[config.mk]
export PLATFORM = sky130hd
export DESIGN_NAME = opb_err_cnt_bank
export DESIGN_NICKNAME = d
export VERILOG_FILES = /design/src/rtl/opb_err_cnt_bank.sv
export SDC_FILE = /design/constraint.sdc
export NUM_CORES = 1
export LEC_CHECK = 0
export BUFFER_PORTS_ARGS = -buffer_cell sky130_fd_sc_hd__buf_2
export CORE_ASPECT_RATIO = 0.9
export CORE_MARGIN = 2
export CORE_UTILIZATION = 61
export CTS_BUF_LIST = sky130_fd_sc_hd__clkbuf_2 sky130_fd_sc_hd__clkbuf_4 sky130_fd_sc_hd__clkbuf_8
export CTS_CLUSTER_SIZE = 28
export DETAILED_ROUTE_END_ITERATION = 8
export GPL_TIMING_DRIVEN = 0
export PLACE_DENSITY = 0.81
export SLEW_MARGIN = 0
export SYNTH_ARGS = -nofsm -noshare
export SYNTH_HDL_FRONTEND = slang
export SYNTH_SLANG_ARGS = --single-unit
export TNS_END_PERCENT = 1
[constraint.sdc]
create_clock -name OPB_Clk -period 4.8 [get_ports OPB_Clk]
set_clock_uncertainty 0.15 [all_clocks]
set_input_delay 1.44 -clock OPB_Clk [delete_from_list [all_inputs] [get_ports OPB_Clk]]
set_output_delay 1.44 -clock OPB_Clk [all_outputs]
set_load 0.02 [all_outputs]
[src/rtl/opb_err_cnt_bank.sv]
`default_nettype none
// ============================================================================
// Module      : opb_err_cnt_bank
// Description : OPB-readable bank of C_N_CH saturating per-channel error
//               counters with per-channel / global clear. Optional atomic
//               snapshot of all counters when ERR_CNT_SNAPSHOT_EN is defined.
// Revision    : 1.0 - initial release
// ============================================================================
module opb_err_cnt_bank #(
    parameter logic [31:0] C_BASEADDR   = 32'h01008900,
    parameter logic [31:0] C_HIGHADDR   = 32'h010089FF,
    parameter int          C_OPB_AWIDTH = 32,
    parameter int          C_OPB_DWIDTH = 32,
    parameter int          C_N_CH       = 4,
    parameter int          C_CNT_WIDTH  = 32
) (
    input  logic                      OPB_Clk,
    input  logic                      OPB_Rst,
    input  logic [0:C_OPB_AWIDTH-1]   OPB_ABus,
    input  logic [0:3]                OPB_BE,
    input  logic [0:C_OPB_DWIDTH-1]   OPB_DBus,
    input  logic                      OPB_RNW,
    input  logic                      OPB_select,
    input  logic                      OPB_seqAddr,
    output logic [0:C_OPB_DWIDTH-1]   Sl_DBus,
    output logic                      Sl_xferAck,
    output logic                      Sl_errAck,
    output logic                      Sl_retry,
    output logic                      Sl_toutSup,
    input  logic [C_N_CH-1:0]         user_err_in
);

    localparam int                      c_iw        = C_OPB_AWIDTH - 2;
    localparam logic [C_OPB_AWIDTH-1:0] c_base_addr = C_BASEADDR[C_OPB_AWIDTH-1:0];
    localparam logic [C_OPB_AWIDTH-1:0] c_high_addr = C_HIGHADDR[C_OPB_AWIDTH-1:0];
    localparam logic [c_iw-1:0]         c_ctrl_idx  = c_iw'(C_N_CH);
    localparam logic [C_CNT_WIDTH-1:0]  c_cnt_one   = C_CNT_WIDTH'(1);

    logic [C_OPB_AWIDTH-1:0]        w_addr;
    logic [C_OPB_AWIDTH-1:0]        w_off;
    logic [c_iw-1:0]                w_idx;
    logic [C_OPB_DWIDTH-1:0]        w_wdata;
    logic [C_OPB_DWIDTH-1:0]        w_rdata;
    logic                           w_in_range;
    logic                           w_hit;
    logic                           w_wr;
    logic                           w_is_ctrl;
    logic                           w_clr_all;
    logic [C_N_CH*C_CNT_WIDTH-1:0]  w_cnt_flat;
    logic [C_N_CH*C_CNT_WIDTH-1:0]  w_rd_flat;
    logic [C_N_CH-1:0]              w_sat;
    logic                           w_unused;

    logic                           r_ack;
    logic [C_OPB_DWIDTH-1:0]        r_dbus;

    // Big-endian OPB buses map positionally, so bit 0 of these vectors is the LSB.
    assign w_addr     = OPB_ABus;
    assign w_wdata    = OPB_DBus;
    assign w_off      = w_addr - c_base_addr;
    assign w_idx      = w_off[C_OPB_AWIDTH-1:2];
    assign w_in_range = (w_addr >= c_base_addr) && (w_addr <= c_high_addr);
    assign w_hit      = OPB_select && w_in_range && !r_ack;
    assign w_wr       = w_hit && !OPB_RNW;
    assign w_is_ctrl  = (w_idx == c_ctrl_idx);
    assign w_clr_all  = w_wr && w_is_ctrl && w_wdata[0];

`ifdef ERR_CNT_SNAPSHOT_EN
    logic                           w_snap;
    logic [C_N_CH*C_CNT_WIDTH-1:0]  w_shadow_flat;

    assign w_snap    = w_wr && w_is_ctrl && w_wdata[1];
    assign w_rd_flat = w_shadow_flat;
    assign w_unused  = ^{OPB_BE, OPB_seqAddr, w_wdata[C_OPB_DWIDTH-1:2], w_off[1:0]};
`else
    assign w_rd_flat = w_cnt_flat;
    assign w_unused  = ^{OPB_BE, OPB_seqAddr, w_wdata[C_OPB_DWIDTH-1:1], w_off[1:0]};
`endif

    generate
        for (genvar i = 0; i < C_N_CH; i++) begin : g_ch
            logic                   w_clr;
            logic [C_CNT_WIDTH-1:0] r_cnt;
            logic                   r_sat;

            assign w_clr = w_clr_all || (w_wr && (w_idx == c_iw'(i)));

            // A clear coinciding with a strobe restarts at 1 so the event is kept.
            always_ff @(posedge OPB_Clk) begin
                if (!OPB_Rst) begin
                    r_cnt <= '0;
                    r_sat <= 1'b0;
                end else if (w_clr) begin
                    r_cnt <= user_err_in[i] ? c_cnt_one : '0;
                    r_sat <= 1'b0;
                end else if (user_err_in[i]) begin
                    if (&r_cnt) begin
                        r_sat <= 1'b1;
                    end else begin
                        r_cnt <= r_cnt + 1'b1;
                    end
                end
            end

            assign w_cnt_flat[i*C_CNT_WIDTH +: C_CNT_WIDTH] = r_cnt;
            assign w_sat[i] = r_sat;

`ifdef ERR_CNT_SNAPSHOT_EN
            logic [C_CNT_WIDTH-1:0] r_shadow;

            always_ff @(posedge OPB_Clk) begin
                if (!OPB_Rst) begin
                    r_shadow <= '0;
                end else if (w_snap) begin
                    r_shadow <= r_cnt;
                end
            end

            assign w_shadow_flat[i*C_CNT_WIDTH +: C_CNT_WIDTH] = r_shadow;
`endif
        end
    endgenerate

    always_comb begin
        w_rdata = '0;
        for (int k = 0; k < C_N_CH; k++) begin
            if (w_idx == c_iw'(k)) begin
                w_rdata[C_CNT_WIDTH-1:0] = w_rd_flat[k*C_CNT_WIDTH +: C_CNT_WIDTH];
            end
        end
        if (w_is_ctrl) begin
            w_rdata[C_N_CH-1:0] = w_sat;
            w_rdata[23:16]      = 8'(C_N_CH);
`ifdef ERR_CNT_SNAPSHOT_EN
            w_rdata[24]         = 1'b1;
`endif
        end
    end

    always_ff @(posedge OPB_Clk) begin
        if (!OPB_Rst) begin
            r_ack  <= 1'b0;
            r_dbus <= '0;
        end else begin
            r_ack  <= w_hit;
            r_dbus <= (w_hit && OPB_RNW) ? w_rdata : '0;
        end
    end

    assign Sl_DBus    = r_dbus;
    assign Sl_xferAck = r_ack;
    assign Sl_errAck  = 1'b0;
    assign Sl_retry   = 1'b0;
    assign Sl_toutSup = 1'b0;

endmodule
`default_nettype wire

==> key figures <==
Layout
  • # fillers: roughly 1300
  • Share of layout cells above drive strength 1: 0.130
  • Area grow syn2layout: 11.1%
  • Nets: ~1300
  • Area of the multi-input gates: between 5000 and 6000 um^2
  • Antenna Cells: 0
  • Share of the core filled with cells: 0.692
  • Layout Cells excl Fill: 1432
  • Reg area: between 3000 and 4000 um^2
  • Most common cell after layout, fill and taps aside: dfxtp_1
  • Commonest non-fill, non-tap cells in the layout: 165 x dfxtp_1, 132 x nor2_1, 91 x nand2_1

Global routing
  • GRT Residual Overflow: 0
  • First-pass GRT wire length: between 40000 and 50000 um
  • Vias in the first global route: 8114
  • Total track usage: 0.348
  • Pin count of the biggest net entering global routing: 17
  • Initial antenna violation count: 0

Detailed routing
  • Vias post-DR: 9267
  • Via/cell ratio: about 6.5
  • Post-route ant nets: 0
  • WL/cell: about 19 um
  • DRC viols: 0
  • Final wirelength: about 28000 um
  • Initial DRC count: between 1000 and 1500
  • Pre-antenna DRT Iters: 6

Yosys
  • Synth unique cells: 70
  • Async SR Flop Fraction: 0
  • Sequential element share of the synthesized area: 0.361
  • Area contributors post-synth: dfxtp_1 36%, nor2_1 5.4%, xnor2_1 4.4%, nand2_1 3.7%, nand3_1 3.7%
  • Post-synth EDFFs: 0
  • Area leader, netlist: dfxtp_1
  • Top cell type's share of synthesized area: 0.361
  • Flops & latches, synth: between 150 and 200
  • YS warnings: 0
  • Mean Syn Cell Area: a little over 8 um^2
  • Synth Flop Type: dfxtp_1
  • Syn Std Cell Area: ~9100 um^2
  • Cell count after synthesis: ~1100

Power and ir drop
  • Post-route total power: ~2.6 mW
  • Pwr dens: 258 nW/um^2
  • Peak supply drop: roughly 0.21 mV
  • Leak pwr: around 3.4 nW

CTS
  • CTS resizes: 0
  • CTS clk-pin slew, worst paths: roughly 0.090 ns
  • CTS Buf Count: 17
  • CTS sink cnt: roughly 170
  • CTS root buf: clkbuf_8
  • CTS Hold Bufs: 0
  • Bufs on Longest Clock Path: 2
  • Clock Latency Late Sink: between 0.4 and 0.5 ns
  • Post-CTS setup buffers: 0
  • CTS tree: done
  • H-tree levels: 4

Timing
  • RSZ-0062 raised after global routing: no
  • Max-slew headroom: 0.176
  • Hold WS: approximately 0.33 ns
  • Max Slew Vio Count: 0
  • Final min period: 4.34 ns
  • F_max: around 0.23 GHz
  • Setup_tns: 0 ns
  • Final Hold Fails: 0
  • Least-Margin Pin Slew: between 1 and 1.5 ns
  • Final period utilization: 0.904
  • Final-report setup violation count: 0

Floorplanning
  • Starting Density: 0.623
  • Rows: between 40 and 50
  • Die extent in y: roughly 120 um
  • Core ar.: approximately 15000 um^2
  • Boundary pin count: 113
  • DIE WIDTH: ~130 um
  • Die area: around 16000 um^2

Critical path
  • CP Launch Type: input port
  • Worst Path Buf+Inv: 4
  • Crit-path cells: buf_2 -> or4_4 -> or4_1 -> buf_2 -> or3_1 -> nor3_2 -> nand2_1 -> nand2_1 -> buf_2 -> buf_4 -> a21oi_1
  • Cell mode on critical path: buf_2
  • Critical Path AT: approximately 4.6 ns
  • WS Path Type: in2reg
  • CP Data Required Time: about 5 ns
  • Worst Path Max Fanout: 10
  • Crit-path max cell delay: about 0.54 ns
  • CP top delay family: simple AND/OR/NAND/NOR gates
  • Worst-path cell with the longest stage delay: or4_4
  • Element type at the critical path end: flip-flop

Place
  • IO buf count: slightly below 70
  • # placed instances: 1400
  • GPL Wtd Cong: roughly 1.0
  • DPL Wire Length: approximately 21000 um

Status
  • Status: finished, final reports clean

Hold path
  • Worst hold path class: reg2reg

Flow run
  • Max-cap violations: 0
## cells by family after synthesis
group                      count (synthesis)  synth area share
AOI/OAI and AO/OA                        242             0.180
xor gates and xnor gates                  71            0.0680
adders and majority gates                  4           0.00548
and+or+nand+nor                          515             0.293
muxes                                     38            0.0497
other                                      1          0.000410
buffers and inverters                     95            0.0428
DFF                                      165             0.361
## synthesized netlist by cell type (all sizes together) (9+ instances only)
cell type  instances
nor3              19
inv               27
buf               27
a22oi             28
dfxtp            165
mux2i             15
a22o              20
nor2             132
or3               29
and2              10
and4              16
nand4             51
nand3             67
xnor2             46
nand2             91
or4               18
clkbuf            41
a21oi             52
o21ai             65
o31ai             14
mux2              19
nand2b             9
and3              25
xor2              25
nor4              19
## worst paths after layout
kind / depth (start not counted) / slack (ns) / endpoint / from
worst max register to register: 10 / 1.50 / g_ch[3].r_cnt[4] / g_ch[3].r_cnt[10]
worst min-delay path: 2 / 0.33 / g_ch[0].r_sat / g_ch[0].r_sat
worst min register to register: 2 / 0.33 / g_ch[0].r_sat / g_ch[0].r_sat
worst max-delay path: 11 / 0.46 / g_ch[2].r_sat / OPB_ABus[11]
## per-layer routing
layer	wire [um]	track usage	share of wire	vias up
met5	0	0	0	-
met4	1010	0.159	0.036	0
li1	-	-	-	4315
met3	2930	0.0782	0.11	60
met1	12200	0.501	0.44	4385
met2	11700	0.494	0.42	507
## layout make-up
type,instances,share of cell area
clock buffers,18,0.0238
repair buffers,69,0.0340
multi-input cells,873,0.538
clock inverters,14,0.0161
flip-flops and latches,165,0.325
inverters,27,0.00998
plain buffers,68,0.0286
well taps,198,0.0244
## power breakdown
group | internal [mW] | switching, mW | leakage (nW)
clock network | 0.485 | 0.580 | 0.210
registers | 1.37 | 0.00982 | 1.33
logic | 0.0552 | 0.113 | 1.86
total | 1.91 | 0.703 | 3.39
## per-stage QoR
stage | area, um^2 | setup slack [ns]
floorplan | 9150 | 0.743
global placement | 9740 | 0.0907
detailed placement | 9740 | 0.0668
CTS | 10100 | 0.529
global route | 10200 | 0.221
finish | 10200 | 0.462
## sequential cells by signal, summed over array words and instances (netlist names)
| register | flops |
|---|---|
| Sl_xferAck | 1 |
| g_ch.r_cnt | 128 |
| g_ch.r_sat | 4 |
| Sl_DBus | 32 |
## tightest hold or removal path, stage by stage, from the launching register on
cell and delay, ns:
dfxtp_1 0.30, inv_1 0.07, a21oi_1 0.06
Power figures use the tool's default switching activity.
